## config.mk

```make
export PLATFORM = sky130hd
export DESIGN_NAME = wb_lsu_master_flat
export DESIGN_NICKNAME = d
export VERILOG_FILES = /design/src/rtl/argon_bus_pkg.sv /design/src/rtl/wishbone_if.sv /design/src/rtl/lsu_align.sv /design/src/rtl/wb_lsu_master.sv /design/src/flat_wrapper.sv
export SDC_FILE = /design/constraint.sdc
export NUM_CORES = 1
export LEC_CHECK = 0
export ABC_AREA = 1
export CELL_PAD_IN_SITES_DETAIL_PLACEMENT = 2
export CELL_PAD_IN_SITES_GLOBAL_PLACEMENT = 2
export CORE_MARGIN = 10
export CORE_UTILIZATION = 25
export CTS_CLUSTER_DIAMETER = 120
export DETAILED_ROUTE_END_ITERATION = 7
export GPL_ROUTABILITY_DRIVEN = 0
export PLACE_DENSITY = 0.91
export RECOVER_POWER = 50
export SYNTH_ARGS = -nofsm -noshare
export SYNTH_HDL_FRONTEND = slang
export SYNTH_SLANG_ARGS = --single-unit
```

## constraint.sdc

```tcl
create_clock -name clk -period 4 [get_ports clk]
set_input_delay 0.4 -clock clk [delete_from_list [all_inputs] [get_ports clk]]
set_output_delay 0.4 -clock clk [all_outputs]
set_load 0.02 [all_outputs]
```

## src/rtl/argon_bus_pkg.sv

```systemverilog
// Shared types and helpers for the load/store unit's Wishbone initiator.
package argon_bus_pkg;

    typedef enum logic [1:0] {
        SZ_BYTE = 2'd0,
        SZ_HALF = 2'd1,
        SZ_WORD = 2'd2,
        SZ_BAD  = 2'd3
    } lsu_size_t;

    typedef enum logic [1:0] {
        LSU_IDLE = 2'd0,
        LSU_BUS  = 2'd1,
        LSU_RESP = 2'd2
    } lsu_state_t;

    localparam logic [3:0] SEL_NONE    = 4'b0000;
    localparam logic [3:0] SEL_BYTE0   = 4'b0001;
    localparam logic [3:0] SEL_HALF_LO = 4'b0011;
    localparam logic [3:0] SEL_HALF_HI = 4'b1100;
    localparam logic [3:0] SEL_WORD    = 4'b1111;

    // A request that cannot be issued as a single aligned bus cycle.
    function automatic logic misaligned(input logic [1:0] addr_lo, input lsu_size_t size);
        case (size)
            SZ_BYTE: return 1'b0;
            SZ_HALF: return addr_lo[0];
            SZ_WORD: return (addr_lo != 2'b00);
            default: return 1'b1;
        endcase
    endfunction

endpackage

```

## src/rtl/wishbone_if.sv

```systemverilog
// Wishbone classic bundle. data_in flows master->slave, data_out flows slave->master.
interface wishbone_if;
    logic [31:0] address;
    logic [31:0] data_in;
    logic [31:0] data_out;
    logic [3:0]  select;
    logic        write_enable;
    logic        cycle;
    logic        strobe;
    logic        ack;

    modport master (
        output address, data_in, select, write_enable, cycle, strobe,
        input  data_out, ack
    );

    modport slave (
        input  address, data_in, select, write_enable, cycle, strobe,
        output data_out, ack
    );
endinterface

```

## src/rtl/lsu_align.sv

```systemverilog
// Byte-lane steering: store select/data replication and load lane extraction/extension.
module lsu_align
    import argon_bus_pkg::*;
(
    input  logic [1:0]  st_addr_lo,
    input  lsu_size_t   st_size,
    input  logic [31:0] st_wdata,
    output logic [3:0]  st_select,
    output logic [31:0] st_lanes,
    input  logic [1:0]  ld_addr_lo,
    input  lsu_size_t   ld_size,
    input  logic        ld_unsigned,
    input  logic [31:0] ld_rdata,
    output logic [31:0] ld_data
);

    logic [7:0]  byte_lane;
    logic [15:0] half_lane;

    // Store side: pick the byte enables and replicate the right-justified data on every lane.
    always_comb begin
        st_select = SEL_NONE;
        st_lanes  = '0;
        case (st_size)
            SZ_BYTE: begin
                st_select = SEL_BYTE0 << st_addr_lo;
                st_lanes  = {4{st_wdata[7:0]}};
            end
            SZ_HALF: begin
                st_select = st_addr_lo[1] ? SEL_HALF_HI : SEL_HALF_LO;
                st_lanes  = {2{st_wdata[15:0]}};
            end
            SZ_WORD: begin
                st_select = SEL_WORD;
                st_lanes  = st_wdata;
            end
            default: begin
                st_select = SEL_NONE;
                st_lanes  = '0;
            end
        endcase
    end

    // Load side: pull the addressed lane out of the bus word, then sign- or zero-extend.
    always_comb begin
        byte_lane = ld_rdata[7:0];
        case (ld_addr_lo)
            2'd0: byte_lane = ld_rdata[7:0];
            2'd1: byte_lane = ld_rdata[15:8];
            2'd2: byte_lane = ld_rdata[23:16];
            2'd3: byte_lane = ld_rdata[31:24];
            default: byte_lane = ld_rdata[7:0];
        endcase
        half_lane = ld_addr_lo[1] ? ld_rdata[31:16] : ld_rdata[15:0];
        ld_data   = '0;
        case (ld_size)
            SZ_BYTE: ld_data = ld_unsigned ? {24'h0, byte_lane} : {{24{byte_lane[7]}}, byte_lane};
            SZ_HALF: ld_data = ld_unsigned ? {16'h0, half_lane} : {{16{half_lane[15]}}, half_lane};
            SZ_WORD: ld_data = ld_rdata;
            default: ld_data = '0;
        endcase
    end

endmodule

```

## src/rtl/wb_lsu_master.sv

```systemverilog
// Wishbone classic initiator for the load/store unit: one request at a time,
// misalignment and bus-timeout reported through resp_error.
//
// state    | meaning
// ---------+-------------------------------------------------------------
// LSU_IDLE | ready for a request; bus idle
// LSU_BUS  | cycle/strobe asserted, waiting for ack or timeout
// LSU_RESP | resp_valid pulse; also forces one idle bus clock before the next cycle
module wb_lsu_master
    import argon_bus_pkg::*;
#(
    parameter int TIMEOUT_CYCLES = 256
) (
    input  logic        clk,
    input  logic        reset,
    input  logic        req_valid,
    output logic        req_ready,
    input  logic        req_write,
    input  logic [31:0] req_addr,
    input  logic [1:0]  req_size,
    input  logic        req_unsigned,
    input  logic [31:0] req_wdata,
    output logic        resp_valid,
    output logic [31:0] resp_rdata,
    output logic        resp_error,
    wishbone_if.master  wishbone
);

    localparam int TW = (TIMEOUT_CYCLES > 1) ? $clog2(TIMEOUT_CYCLES) : 1;

    lsu_state_t  state;
    logic [TW-1:0] timer;
    logic [1:0]  ld_addr_lo;
    lsu_size_t   ld_size;
    logic        ld_unsigned;
    logic        ld_write;
    logic [3:0]  st_select;
    logic [31:0] st_lanes;
    logic [31:0] ld_data;
    lsu_size_t   req_size_t;

    assign req_size_t = lsu_size_t'(req_size);
    assign req_ready  = (state == LSU_IDLE);

    lsu_align u_align (
        .st_addr_lo  (req_addr[1:0]),
        .st_size     (req_size_t),
        .st_wdata    (req_wdata),
        .st_select   (st_select),
        .st_lanes    (st_lanes),
        .ld_addr_lo  (ld_addr_lo),
        .ld_size     (ld_size),
        .ld_unsigned (ld_unsigned),
        .ld_rdata    (wishbone.data_out),
        .ld_data     (ld_data)
    );

    // Request sequencing, bus outputs, timeout down-counter and response registers.
    always_ff @(posedge clk) begin
        if (!reset) begin
            state                 <= LSU_IDLE;
            timer                 <= '0;
            ld_addr_lo            <= 2'b00;
            ld_size               <= SZ_BYTE;
            ld_unsigned           <= 1'b0;
            ld_write              <= 1'b0;
            wishbone.cycle        <= 1'b0;
            wishbone.strobe       <= 1'b0;
            wishbone.write_enable <= 1'b0;
            wishbone.select       <= 4'b0000;
            wishbone.address      <= '0;
            wishbone.data_in      <= '0;
            resp_valid            <= 1'b0;
            resp_error            <= 1'b0;
            resp_rdata            <= '0;
        end else begin
            resp_valid <= 1'b0;
            case (state)
                LSU_IDLE: begin
                    if (req_valid) begin
                        ld_addr_lo  <= req_addr[1:0];
                        ld_size     <= req_size_t;
                        ld_unsigned <= req_unsigned;
                        ld_write    <= req_write;
                        if (misaligned(req_addr[1:0], req_size_t)) begin
                            state      <= LSU_RESP;
                            resp_valid <= 1'b1;
                            resp_error <= 1'b1;
                            resp_rdata <= '0;
                        end else begin
                            state                 <= LSU_BUS;
                            timer                 <= TW'(TIMEOUT_CYCLES - 1);
                            wishbone.cycle        <= 1'b1;
                            wishbone.strobe       <= 1'b1;
                            wishbone.write_enable <= req_write;
                            wishbone.address      <= {req_addr[31:2], 2'b00};
                            wishbone.select       <= st_select;
                            wishbone.data_in      <= req_write ? st_lanes : 32'h0;
                        end
                    end
                end
                LSU_BUS: begin
                    if (wishbone.ack) begin
                        state           <= LSU_RESP;
                        wishbone.cycle  <= 1'b0;
                        wishbone.strobe <= 1'b0;
                        resp_valid      <= 1'b1;
                        resp_error      <= 1'b0;
                        resp_rdata      <= ld_write ? 32'h0 : ld_data;
                    end else if (timer == '0) begin
                        state           <= LSU_RESP;
                        wishbone.cycle  <= 1'b0;
                        wishbone.strobe <= 1'b0;
                        resp_valid      <= 1'b1;
                        resp_error      <= 1'b1;
                        resp_rdata      <= '0;
                    end else begin
                        timer <= timer - 1'b1;
                    end
                end
                LSU_RESP: begin
                    state <= LSU_IDLE;
                end
                default: begin
                    state <= LSU_IDLE;
                end
            endcase
        end
    end

endmodule
```

## src/flat_wrapper.sv

```systemverilog
// flat-port wrapper written by rule: the top's interface ports become plain ports
module wb_lsu_master_flat import argon_bus_pkg::*;
#(
    parameter int TIMEOUT_CYCLES = 256
)
  (clk, reset, req_valid, req_ready, req_write, req_addr, req_size, req_unsigned, req_wdata, resp_valid, resp_rdata, resp_error, wishbone_address, wishbone_data_in, wishbone_select, wishbone_write_enable, wishbone_cycle, wishbone_strobe, wishbone_data_out, wishbone_ack);
  wishbone_if wishbone_i ();
  input  logic clk;
  input  logic reset;
  input  logic req_valid;
  output logic req_ready;
  input  logic req_write;
  input  logic [31:0] req_addr;
  input  logic [1:0] req_size;
  input  logic req_unsigned;
  input  logic [31:0] req_wdata;
  output logic resp_valid;
  output logic [31:0] resp_rdata;
  output logic resp_error;
  output wire logic [$bits(wishbone_i.address)-1:0] wishbone_address;
  output wire logic [$bits(wishbone_i.data_in)-1:0] wishbone_data_in;
  output wire logic [$bits(wishbone_i.select)-1:0] wishbone_select;
  output wire logic [$bits(wishbone_i.write_enable)-1:0] wishbone_write_enable;
  output wire logic [$bits(wishbone_i.cycle)-1:0] wishbone_cycle;
  output wire logic [$bits(wishbone_i.strobe)-1:0] wishbone_strobe;
  input wire logic [$bits(wishbone_i.data_out)-1:0] wishbone_data_out;
  input wire logic [$bits(wishbone_i.ack)-1:0] wishbone_ack;
  assign wishbone_address = wishbone_i.address;
  assign wishbone_data_in = wishbone_i.data_in;
  assign wishbone_select = wishbone_i.select;
  assign wishbone_write_enable = wishbone_i.write_enable;
  assign wishbone_cycle = wishbone_i.cycle;
  assign wishbone_strobe = wishbone_i.strobe;
  assign wishbone_i.data_out = wishbone_data_out;
  assign wishbone_i.ack = wishbone_ack;
  wb_lsu_master #(.TIMEOUT_CYCLES(TIMEOUT_CYCLES)) u_core (.clk(clk), .reset(reset), .req_valid(req_valid), .req_ready(req_ready), .req_write(req_write), .req_addr(req_addr), .req_size(req_size), .req_unsigned(req_unsigned), .req_wdata(req_wdata), .resp_valid(resp_valid), .resp_rdata(resp_rdata), .resp_error(resp_error), .wishbone(wishbone_i));
endmodule
```

# --- Yosys cells after proc, flatten, opt, wreduce, memory -nomap -nowiden ---
# Index checks and enable logic that the tools add are counted.
word_totals:
  register_bits: 118
  output_inout_bits: 106
classes:
  n_eq_ne: 14
  n_mux: 44
  addsub: 1
  reduce_logical: 13
  n_shift: 1
  n_bitwise: 1
op_table:
  columns: ["cell", "count"]
  rows:
  - ["two-way mux 32 bit", 8]
  - ["one-hot mux 32 bit (3 select lines)", 2]
  - ["one-hot mux 32 bit (2 select lines)", 1]
  - ["two-way mux 8 bit", 4]
  - ["one-hot mux 8 bit (4 select lines)", 1]
  - ["two-way mux 16 bit", 1]
  - ["one-hot mux 8 bit (2 select lines)", 1]
  - ["two-way mux 1 bit", 15]
  - ["one-hot mux 4 bit (3 select lines)", 1]
  - ["equality test 2 x 1 -> 1 bit (second input constant)", 4]
  - ["equality test 2 bit (second input constant)", 4]
  - ["zero test 2 bit", 4]
  - ["zero test 8 bit", 1]
  - ["two-way mux 2 bit", 4]
  - ["inequality test 2 bit (second input constant)", 4]
  - ["AND reduction 4 bit", 2]
  - ["subtractor 8 x 1 -> 8 bit (second input constant)", 1]
  - ["one-hot mux 1 bit (2 select lines)", 3]
  - ["AND reduction 5 bit", 1]
  - ["two-way mux 4 bit", 1]
  - ["one-hot mux 2 bit (2 select lines)", 1]
  - ["AND reduction 2 bit", 2]
  - ["nonzero test 2 bit", 2]
  - ["<< shifter 1 x 2 -> 4 bit (first input constant)", 1]
  - ["5 further kinds", 5]

# --- Depth between registers and ports, before layout ---
depth:
  ltp_word: 8
  depth_mapped: 11
  mapped_depth_nobuf: 9

# --- Cells and area by module ---
# Synthesis repeated with hierarchy kept, for this count alone.
unflattened:
  hier_cells: 1016
  area_unflattened_um2: 6341.1
modules_own_cells:
  columns: ["mod", "cells_each", "instances", "area_per_inst_um2"]
  rows:
  - ["wb_lsu_master", 696, 1, 4918.5]
  - ["lsu_align", 320, 1, 1422.6]

# --- Worst setup path after synthesis ---
# No wires, ideal clock.
synth_path:
  path_kind: "reg2reg"
  start: "register u_core.timer[0]"
  end: "register u_core.resp_rdata[20]"
  required_ns: 3.930
  slack_ns: 2.517
  period_less_slack_ns: 1.483
  path_buffers: 1
  setup_time_ns: 0.070
  arrival_ns: 1.412
  path_stages_with_launch: 9
  path_cell_list: "dfxtp_1 > inv_1 > ha_1 > nand3_1 > nor2_1 > nand3_2 > buf_1 > nand4_1 > a21oi_2"
synth_between:
  elab_chain_len: 3
synth_rtl:
  columns: ["item", "line", "text"]
  rows:
  - ["start: declaration", "wb_lsu_master.sv:32", "logic [TW-1:0] timer;"]
  - ["start signal: assignment", "wb_lsu_master.sv:92", "timer <= TW'(TIMEOUT_CYCLES - 1);"]
  - ["start signal: assignment", "wb_lsu_master.sv:118", "timer <= timer - 1'b1;"]
  - ["zero test 8 bit", "wb_lsu_master.sv:110", "end else if (timer == '0) begin"]
  - ["inequality test 3 x 2 -> 1 bit (no line)", null, null]
  - ["AND reduction 4 bit (no line)", null, null]
  - ["end signal: assignment", "wb_lsu_master.sv:109", "resp_rdata <= ld_write ? 32'h0 : ld_data;"]
  - ["end: declaration", "wb_lsu_master.sv:24", "output logic [31:0] resp_rdata,"]
# No other way between the ends.
# A chain may end at the register's enable or synchronous reset.

# --- Final worst setup path ---
layout_path:
  start: "input port req_valid"
  end: "register u_core.resp_rdata[23]"
layout_between:
  elab_chain_len: 2
layout_rtl:
  columns: ["item", "line", "text"]
  rows:
  - ["start: declaration", "flat_wrapper.sv:10", "input logic req_valid;"]
  - ["inequality test 2 bit (no line)", null, null]
  - ["AND reduction 4 bit (no line)", null, null]
# No other way between the ends.

==> impl_metrics.tcl <==
set metrics [dict create \
    cts_hold_buf 0 \
    synth_top_area_frac 0.412 \
    finalHoldViolations 0 \
    first_pass_iters 4 \
    synthesis.area_um2 5730 \
    yosys_warnings 0 \
    syn-instance-count 842 \
    p_sw_w 0.00110 \
    areaGrowthSynthToFinish_pct 48.5 \
    hp-class "register to register" \
    die_h_um 171 \
    cts.repair.resized 0 \
    crit_buf_inv 2 \
    initial_core_util 0.254 \
    combPwrFrac 0.208 \
    final_util 0.377 \
    post_drt_wl_per_cell_um 19.7 \
    period_needed_ps 3050 \
    period_share 0.763 \
    fp.dieW_um 171 \
    stdcell_area_um2 8500 \
    io_buffers 207 \
    clkSinkCount 118 \
    dieArea_um2 29400 \
    path_cells "dlygate4sd3_1 -> inv_1 -> nor3_1 -> nand3_2 -> nand4_1 -> a21oi_2" \
    p_sw_frac 0.307 \
    routed_wl_mm 26.0 \
    drtIter0Drc 342 \
    arrival_ps 3350 \
    cts_root_buffer "clkbuf_16" \
    ios 210 \
    synth_cell_types 37 \
    startpoint_type "primary input" \
    cpMaxStageDelayCell "nand3_2" \
    avgSynthCellArea_um2 6.80 \
    yosys-top-cells-area "dfxtp_1, nand2_1, a21oi_1" \
    dp_hpwl_mm 19.3 \
    setup_viol 0 \
    fp-row-count 55 \
    slew_violations 0 \
    grt_usage 0.176 \
    clk_latency_ps 420 \
    ir_drop_mv 0.292 \
    overflow 0 \
    h-tree-depth 4 \
    ys_seq_elements 118 \
    cap_viol_max_count 0 \
    path_delay_family "simple AND/OR/NAND/NOR gates" \
    placed_cell_area_um2 7920 \
    fill_cells 2629 \
    leakage_nw 3.64 \
    antenna_found_initial 2 \
    post_cts_buffers 0 \
    setup-tns-final_ps 0 \
    layout.nets 1126 \
    cp_max_fo 35 \
    status "finished, final reports clean" \
    cts_buffer_depth 2 \
    power_density_nw_per_um2 421 \
    grt_pass1_vias 7183 \
    route.detailed.drc 0 \
    drive_above_1_share 0.0658 \
    synth_top_area_cell "dfxtp_1" \
    slew-limit-headroom 0.274 \
    grt_pass1_wl_mm 40.9 \
    seqPwrFrac 0.359 \
    cts_buffers 17 \
    ant_nets 0 \
    core-area_um2 22600 \
    cellInternalPower_w 0.00248 \
    rsz0062_at_grt "no" \
    num_vias 6491 \
    critPathMaxStageDelay_ps 960 \
    clkPwrFrac 0.433 \
    ys_seq_area_frac 0.412 \
    crit_type "primary input to register" \
    cp.required_ps 4290 \
    clock.fmax_mhz 328 \
    cp-end-kind "register" \
    tightest_slew_ps 1080 \
    viasPerCell 4.92 \
    fin_skew_ps 10.9 \
    cts_tree "done" \
    grt_max_degree 78 \
    path_clk_slew_ps 60 \
]
## power groups by stage
stage / logic, W / registers [W] / clock network (W)
after floorplan: 0.000375 / 0.00136 / 0
after global placement: 0.000736 / 0.00131 / 0
after detailed placement: 0.000762 / 0.00131 / 0
after CTS: 0.000771 / 0.00129 / 0.00158
after global routing: 0.000829 / 0.00129 / 0.00164
final: 0.000743 / 0.00128 / 0.00155
## layout by cell type (no fill, tap or decap), types with 3 or more instances in the layout
| master | count |
|---|---|
| nand2_1 | 246 |
| dfxtp_1 | 118 |
| dlygate4sd3_1 | 105 |
| clkdlybuf4s50_1 | 102 |
| a21oi_1 | 94 |
| nor2_1 | 81 |
| nand3_1 | 66 |
| inv_1 | 51 |
| o21ai_0 | 47 |
| nand4_1 | 32 |
| clkbuf_16 | 17 |
| a21oi_2 | 10 |
| a22o_1 | 8 |
| buf_4 | 7 |
| inv_2 | 6 |
| nand2_2 | 4 |
| clkinvlp_4 | 4 |
| a31oi_1 | 3 |
| clkbuf_1 | 3 |
## final timing paths
path	from	endpoint	slack [ps]	cells after the start
hold reg to reg	u_core.wishbone.data_in[31]$_SDFFE_PN0P_	u_core.wishbone.data_in[31]$_SDFFE_PN0P_	460	2
setup / recovery	req_valid	u_core.resp_rdata[23]$_SDFFE_PN0P_	950	6
hold / removal	u_core.wishbone.data_in[31]$_SDFFE_PN0P_	u_core.wishbone.data_in[31]$_SDFFE_PN0P_	460	2
setup reg to reg	u_core.state[1]$_SDFFE_PN0P_	u_core.resp_rdata[23]$_SDFFE_PN0P_	1150	4
## worst register-to-register path: stages, from the launching register on
cell and delay (ps):
dfxtp_1 340, nor3_1 880, nand3_2 960, nand4_1 460, a21oi_2 90
## stage by stage
stage                     hold WS (ps)  instances  total power, W  setup slack, ps
after floorplan                    462        843         0.00173             2520
after global placement             454       1287         0.00204             1080
after detailed placement           459       1287         0.00208              972
after CTS                          469       1319         0.00364             1370
after global routing               488       1320         0.00376              587
final                              465       1320         0.00358              947
## layout make-up
class | instances | area, um2 | area share
inverters | 60 | 231 | 0.0272
clock buffers | 22 | 464 | 0.0546
multi-input cells | 610 | 2840 | 0.334
well taps | 285 | 357 | 0.0419
clock inverters | 10 | 121 | 0.0143
flip-flops and latches | 118 | 2360 | 0.278
repair buffers | 214 | 2120 | 0.250
diodes | 1 | 2.50 | 0.000294
## cell families (layout without fill, tap and decap cells)
kind of cell	count (synthesis)	count (layout)	share of synthesized area
compound gates	166	166	0.161
flops	118	118	0.412
other cells	1	3	0.000655
fa+ha+maj	1	1	0.00218
simple gates	438	438	0.328
buf+inv	115	306	0.0913
xor+xnor	3	3	0.00459
## metal layers
metal | routed length (um) | track usage
met1 | 11700 | 0.215
met2 | 12400 | 0.298
met3 | 1340 | 0.0367
met4 | 572 | 0.0635
met5 | 16 | 0
## registers in the layout (all words and copies together), names as in the netlist
name                          count
u_core.resp_error                 1
u_core.wishbone.address          30
u_core.wishbone.data_in          32
u_core.ld_unsigned                1
u_core.resp_valid                 1
u_core.wishbone.strobe            1
u_core.timer                      8
u_core.wishbone.select            4
u_core.ld_write                   1
u_core.ld_addr_lo                 2
u_core.resp_rdata                32
u_core.state                      2
u_core.ld_size                    2
u_core.wishbone.write_enable      1
## Yosys cell counts
cell      count
a31oi_1       3
a22oi_1       1
o21ai_0      47
nand4_2       1
buf_6         3
nand3_1      66
buf_1         3
nor2_1       81
a211oi_4      1
a21oi_1      94
clkinv_2      1
o21ai_1       1
clkinv_1      1
or2_2         1
o22ai_1       1
nand4_1      32
nor2_4        1
conb_1        1
xor2_1        2
clkbuf_1     23
nand3_2       2
a21oi_2      10
dfxtp_1     118
nand3_4       1
nor3_2        1
buf_2        14
inv_1        51
nand2_4       1
inv_4         2
xnor2_1       1
a22o_1        8
buf_4        12
ha_1          1
nor2_2        1
inv_2         5
nand2_1     246
nand2_2       4
No activity file was read; power rests on OpenSTA's default activity.
